$ cat config.mk
export PLATFORM = sky130hd
export DESIGN_NAME = mem_arbiter
export DESIGN_NICKNAME = d
export VERILOG_FILES = /design/src/rtl/mem_arbiter.sv
export SDC_FILE = /design/constraint.sdc
export NUM_CORES = 1
export LEC_CHECK = 0
export ABC_AREA = 0
export BUFFER_PORTS_ARGS = -buffer_cell sky130_fd_sc_hd__buf_2
export CORE_AREA = 2 2 341 343
export CTS_CLUSTER_SIZE = 16
export DETAILED_ROUTE_END_ITERATION = 12
export DIE_AREA = 0 0 343 345
export PLACE_DENSITY = 0.3
export SYNTH_ARGS = -nofsm -noshare
export SYNTH_HDL_FRONTEND = slang
export SYNTH_SLANG_ARGS = --single-unit
$ cat constraint.sdc
create_clock -name clk -period 2.05 [get_ports clk]
set_clock_uncertainty 0.05 [all_clocks]
set_input_delay 0 -clock clk [delete_from_list [all_inputs] [get_ports clk]]
set_output_delay 0 -clock clk [all_outputs]
set_load 0.05 [all_outputs]
$ cat src/rtl/mem_arbiter.sv
// mem_arbiter
//   Shares the single slow_memory line port between the I-cache and D-cache
//   refill/writeback paths. One requester owns the port at a time; on
//   contention the side not served last wins. The grant is held until
//   mem_ready (or until the requester withdraws). A sticky error flags a
//   grant that has waited TIMEOUT_CYC cycles without mem_ready.
// Ports
//   clk, rst_n                      clock, async active-low reset
//   c_read_X/c_write_X/c_addr_X/    cache X request (X = I, D), held stable
//   c_wdata_X                       until c_ready_X
//   c_rdata_X, c_ready_X            read line / transaction done to cache X
//   mem_read/mem_write/mem_addr/    strobes and line to slow memory
//   mem_wdata
//   mem_rdata, mem_ready            read line / 1-cycle done from slow memory
//   owner                           00 idle, 01 I granted, 10 D granted
//   err_timeout                     sticky stalled-grant flag
module mem_arbiter #(
  parameter int FIRST_D     = 1,
  parameter int TIMEOUT_CYC = 1023
) (
  input  logic         clk,
  input  logic         rst_n,
  input  logic         c_read_I,
  input  logic         c_write_I,
  input  logic [27:0]  c_addr_I,
  input  logic [127:0] c_wdata_I,
  output logic [127:0] c_rdata_I,
  output logic         c_ready_I,
  input  logic         c_read_D,
  input  logic         c_write_D,
  input  logic [27:0]  c_addr_D,
  input  logic [127:0] c_wdata_D,
  output logic [127:0] c_rdata_D,
  output logic         c_ready_D,
  output logic         mem_read,
  output logic         mem_write,
  output logic [27:0]  mem_addr,
  output logic [127:0] mem_wdata,
  input  logic [127:0] mem_rdata,
  input  logic         mem_ready,
  output logic [1:0]   owner,
  output logic         err_timeout
);

  typedef enum logic [1:0] {
    IDLE  = 2'b00,
    GNT_I = 2'b01,
    GNT_D = 2'b10
  } state_t;

  // last_D starts as the opposite of the side that should win first.
  localparam logic        LP_LAST_D_RST = (FIRST_D == 0);
  localparam logic [15:0] LP_TO         = 16'(TIMEOUT_CYC);

  state_t      r_state, w_state_nxt;
  logic        r_last_d, w_last_d_nxt;
  logic [15:0] r_cnt;
  logic        r_err;
  logic        w_req_i, w_req_d;
  logic        w_grant;

  assign w_req_i = c_read_I | c_write_I;
  assign w_req_d = c_read_D | c_write_D;
  assign w_grant = (r_state != IDLE);

  // ---------------------------------------------------------------- state
  always_ff @(posedge clk or negedge rst_n) begin
    if (!rst_n) begin
      r_state  <= IDLE;
      r_last_d <= LP_LAST_D_RST;
    end else begin
      r_state  <= w_state_nxt;
      r_last_d <= w_last_d_nxt;
    end
  end

  always_comb begin
    w_state_nxt  = r_state;
    w_last_d_nxt = r_last_d;
    mem_read     = 1'b0;
    mem_write    = 1'b0;
    mem_addr     = '0;
    mem_wdata    = '0;
    c_ready_I    = 1'b0;
    c_ready_D    = 1'b0;
    unique case (r_state)
      IDLE: begin
        // mem_ready here is ignored; strobes stay low, which also gives
        // slow_memory its mandatory gap cycle between transactions.
        if (w_req_i && w_req_d) w_state_nxt = r_last_d ? GNT_I : GNT_D;
        else if (w_req_i)       w_state_nxt = GNT_I;
        else if (w_req_d)       w_state_nxt = GNT_D;
      end
      GNT_I: begin
        mem_read  = c_read_I;
        mem_write = c_write_I;
        mem_addr  = c_addr_I;
        mem_wdata = c_wdata_I;
        if (mem_ready) begin
          c_ready_I    = 1'b1;
          w_state_nxt  = IDLE;
          w_last_d_nxt = 1'b0;
        end else if (!w_req_i) begin
          // withdrawn request: release without touching round-robin history
          w_state_nxt = IDLE;
        end
      end
      GNT_D: begin
        mem_read  = c_read_D;
        mem_write = c_write_D;
        mem_addr  = c_addr_D;
        mem_wdata = c_wdata_D;
        if (mem_ready) begin
          c_ready_D    = 1'b1;
          w_state_nxt  = IDLE;
          w_last_d_nxt = 1'b1;
        end else if (!w_req_d) begin
          w_state_nxt = IDLE;
        end
      end
      default: w_state_nxt = IDLE;
    endcase
  end

  // ---------------------------------------------------------------- timeout
  // The counter is held at 0 while idle, so it is zero on grant entry. The
  // error sets on the edge where the count reaches TIMEOUT_CYC, i.e. right
  // after the TIMEOUT_CYC-th grant cycle without mem_ready.
  always_ff @(posedge clk or negedge rst_n) begin
    if (!rst_n) begin
      r_cnt <= '0;
      r_err <= 1'b0;
    end else begin
      if (!w_grant) begin
        r_cnt <= '0;
      end else if (!mem_ready && (r_cnt != LP_TO)) begin
        r_cnt <= r_cnt + 16'd1;
        if (r_cnt == LP_TO - 16'd1) r_err <= 1'b1;
      end
    end
  end

  assign c_rdata_I   = mem_rdata;
  assign c_rdata_D   = mem_rdata;
  assign owner       = r_state;
  assign err_timeout = r_err;

endmodule

# --- Word-level counts from Yosys, hierarchy flattened ---
# Index checks and enable logic that the tools add are counted.
totals:
  word_cells: 47
  reg_bits: 20
  inputBits: 447
  output_inout_bits: 419
classes:
  muxes: 21
  eq_ne: 10
  reduce_logical: 9
  n_bitwise: 2
  n_addsub: 1
op_table:
  columns: ["op", "count"]
  rows:
  - ["$pmux 128 s2", 1]
  - ["$pmux 28 s2", 1]
  - ["$mux 16", 2]
  - ["$add 16x1->16 const B", 1]
  - ["$eq 16x10->1 const B", 1]
  - ["$mux 2", 8]
  - ["$ne 16x10->1 const B", 1]
  - ["$reduce_and 3->1", 3]
  - ["$ne 3x3->1 const B", 2]
  - ["$pmux 1 s2", 3]
  - ["$pmux 2 s3", 1]
  - ["$mux 1", 5]
  - ["$ne 2x2->1 const B", 2]
  - ["$ne 4x4->1 const B", 1]
  - ["$reduce_bool 2->1", 2]
  - ["$eq 2x1->1 const B", 1]
  - ["$eq 2x2->1 const B", 1]
  - ["$logic_and 1x1->1", 2]
  - ["$logic_not 2->1", 1]
  - ["$ne 2x1->1 const B", 1]
  - ["$or 1x1->1", 2]
  - ["$logic_not 1->1", 1]

# --- Longest topological paths before layout ---
logic_depth:
  word_depth: 5
  mapped_depth: 7
  depth_no_buf: 6

# --- Worst setup path after synthesis ---
# Ideal clock, no wire load.
synth_timing:
  kind: "register -> output"
  from: "register r_state[0] (netlist: owner[0])"
  to: "output mem_wdata[22]"
  arrival_ns: 2.470
  path_buffers: 3
  slack_ns: -0.470
  stages_incl_launch_ff: 8
  required_time_ns: 2.000
  path_cell_list: "dfrtp_1 > inv_1 > ha_1 > clkbuf_1 > clkbuf_1 > clkbuf_1 > a22oi_1 > nor2b_1"
synth_between:
  elab_chain_len: 2
  word_cells_on_any_way: 3
  cone_classes: "eq/ne (2); mux (1)"
synth_lines:
  columns: ["item", "line", "rtl"]
  rows:
  - ["start, declared", "55", "state_t r_state, w_state_nxt;"]
  - ["start signal, assigned", "72", "r_state <= w_state_nxt;"]
  - ["$eq 2x2->1 / $eq 2x1->1 (equally long branches)", "86", "unique case (r_state)"]
  - ["$pmux 128 s2 (*)", "86", null]
  - ["end, declared", "38", "output logic [127:0] mem_wdata,"]
# Mark *: on every way between the ends. The rest lies on a longest branch, timed or not.

# --- Worst setup path in the final report ---
layout_timing:
  from: "register r_state[1] (netlist: owner[1])"
  to: "output mem_wdata[100]"
# Same word-level chain as after synthesis.

==> flow_summary.json <==
{
  "grt_max_degree": 58,
  "worst-setup-path-type": "flop to output port",
  "netlist_area_sq_um": 5460,
  "clkTransAtPathRegs_ns": 0.06,
  "area_growth_pct": 111,
  "detail_route.wl_per_cell_um": 16.1,
  "nNetsFinal": 1557,
  "portBuffers": 481,
  "dpl_cell_area_sq_um": 9620,
  "drive_above_1_share_pct": 65.9,
  "worst_pin_slew_ns": 1.16,
  "slew_headroom_pct": 22.5,
  "crit_required_ns": 2.00,
  "setup_viol": 0,
  "arrival_ns": 1.97,
  "rr_worst_depth": 4,
  "grt_antenna_before_repair": 12,
  "syn_nets": 1203,
  "grt_use_total_pct": 6.41,
  "clk_latency_ns": 0.25,
  "max_freq_ghz": 0.495,
  "synth.most_common_cell": "buf_4",
  "synthTopCellsByCount": "buf_4, nor2b_1, a22oi_1",
  "fin_tns_setup_ns": 0,
  "critical_path_buf_inv_count": 4,
  "drv_cap": 0,
  "start_kind": "flop",
  "period_minus_slack_ns": 2.02,
  "crit_start": "owner[1]",
  "grt_pass1_wl_um": 53300,
  "die_x_um": 343,
  "synth_warnings": 0,
  "r2r_end": "r_cnt[1]",
  "crit_chain": "inv_4 > ha_4 > buf_12 > buf_16 > a22oi_1 > nor2b_2 > buf_6",
  "hpwl_um": 35300,
  "drt_iter0_markers": 314,
  "root_buffer": "clkbuf_16",
  "r2r_setup_slack_ns": 0.13,
  "dieArea_sq_um": 118000,
  "clock-sinks": 20,
  "num_io_pins": 866,
  "timing.final.hold_violations": 0,
  "synth_edf_count": 0,
  "cts_tree": "built",
  "synthTopCellsByArea": "buf_4, a22oi_1, nor2b_1",
  "start_util_pct": 4.75,
  "leakage_nw": 4.59,
  "drt_wl_total_um": 42200,
  "path_delay_family": "buffers and inverters",
  "cpPeakStageDelay_ns": 0.44,
  "ys_dominant_reg_cell": "dfrtp_1",
  "cp-end-kind": "output port",
  "grt_pass1_vias": 6596,
  "async_flop_share_pct": 100,
  "die_y_um": 345,
  "p_per_area_nw_per_um2": 1410,
  "status": "finished, final reports clean",
  "ys_seq_area_share_pct": 9.16,
  "crit_fanout": 6,
  "routabilityCongestion": 0.738,
  "coreArea_sq_um": 115000,
  "vdd_drop_max_mv": 0.360,
  "synthDistinctLibCells": 38,
  "yosys.area.top_type": "buf_4",
  "min_from": "c_write_I",
  "grt_setup_unrepaired": "true",
  "cts_buffer_depth": 2,
  "hp-class": "input port to flop",
  "htreeDepth": 1,
  "num_vias": 6686,
  "finalInstanceArea_sq_um": 11500,
  "vias_per_cell": 2.54,
  "cts_buffers": 3,
  "row_count": 125,
  "synth.avg_cell_area_sq_um": 7.27,
  "critical_path_depth": 7,
  "dr.pass1.iters": 4,
  "grt_overflow": 0,
  "post-route-drc-count": 0,
  "synthCells": 751,
  "detail-route-antenna-nets": 0,
  "final_max_slew_viol_count": 0,
  "final_core_util_pct": 10.0,
  "crit_path_end": "mem_wdata[100]",
  "slowest_stage": "dfrtp_2",
  "post-route-period-util_pct": 98.6,
  "netlist.area_leader.share_pct": 35.2,
  "rr_startpoint": "r_cnt[13]",
  "synth-seq-cells": 20
}
## area by class of cell
class                      instances  area (sq um)
fill                           13400        104000
timing repair buffer             662          5060
multi-input combinational        410          3930
tap                             1524          1910
sequential                        20           503
clock buffer                       4          88.8
inverter                           8          35.0
antenna                            1          2.50
## metal layers
layer  global-route usage (%)  part of all wire (%)  up-vias
li1                         -                     -     3069
met1                     7.90                    41     3055
met2                     11.3                    49      520
met3                     1.29                   8.2       38
met4                     1.46                   1.9        4
met5                        0                 0.054        -
## report_power, final
| group | total [W] | leakage, nW | switching [W] | internal [W] |
|---|---|---|---|---|
| logic | 0.0153 | 4.28 | 0.00927 | 0.00602 |
| registers | 0.000505 | 0.270 | 0.0000593 | 0.000445 |
| clock network | 0.000447 | 0.0442 | 0.000149 | 0.000297 |
## worst min-delay path by stage
| stage | slack, ns | cells past startpoint | endpoint |
|---|---|---|---|
| 6_report | 0.07 | 4 | owner[1] |
| 5_1_grt | 0.1 | 4 | owner[1] |
| 4_1_cts | 0.07 | 4 | owner[1] |
| 3_5_place_dp | -0.05 | 0 | c_rdata_D[77] |
| 3_3_place_gp | -0.05 | 0 | c_rdata_D[77] |
| 2_1_floorplan | -0.35 | 0 | err_timeout |
## flip-flops by register name (all words and copies together) (netlist names)
name         cells
err_timeout      1
r_cnt           16
r_last_d         1
owner            2
## through the flow
stage	power [W]	instances	worst slack (ns)	hold slack [ns]
2_1_floorplan	0.0105	751	-0.0833	-0.346
3_3_place_gp	0.0141	2485	0.0658	-0.0495
3_5_place_dp	0.0140	2485	0.0872	-0.0495
4_1_cts	0.0161	2621	0.00176	0.0667
5_1_grt	0.0171	2628	-0.0219	0.0968
6_report	0.0162	2629	0.0296	0.0732
## kinds of logic (layout without fill, tap and decap cells)
| logic type | after synthesis | after routing | synth area share (%) |
|---|---|---|---|
| adder cells (fa/ha/maj) | 5 | 5 | 1.15 |
| AO/OA/AOI/OAI | 196 | 196 | 26.0 |
| XOR/XNOR | 1 | 1 | 0.160 |
| AND/OR/NAND/NOR | 206 | 206 | 23.5 |
| multiplexers | 2 | 2 | 0.366 |
| buffers and inverters | 321 | 674 | 39.6 |
| other | 0 | 1 | 0 |
| flip-flops | 20 | 20 | 9.16 |
## timing repair
action,in CTS,in global routing
gates resized for setup,38,73
endpoints found under the setup margin,129,76
gates cloned,1,3
setup buffers,2,4
pin swaps,2,1
endpoints found under the hold margin,276,0
hold buffers,129,0
## worst reg2reg max path, stage by stage (launching register included)
cell and delay, ns:
dfrtp_1 0.40, or4_4 0.60, or4_4 0.55, a21oi_2 0.15, a211oi_1 0.06
## placed cells by master (no fill, tap or decap), types with 4 or more instances in the layout
| cell type | n |
|---|---|
| buf_12 | 45 |
| nand4_1 | 4 |
| nor2b_2 | 36 |
| or3_1 | 8 |
| nand3_1 | 6 |
| a22oi_1 | 140 |
| nand2_1 | 9 |
| o21ai_0 | 13 |
| a22oi_2 | 18 |
| nor2b_4 | 122 |
| buf_6 | 6 |
| dlygate4sd3_1 | 129 |
| inv_1 | 6 |
| clkbuf_4 | 29 |
| buf_2 | 389 |
| buf_4 | 56 |
| a21oi_1 | 13 |
| clkbuf_16 | 6 |
| nor2_1 | 6 |
| dfrtp_1 | 18 |
| buf_16 | 5 |
No activity file was read; power rests on OpenSTA's default activity.
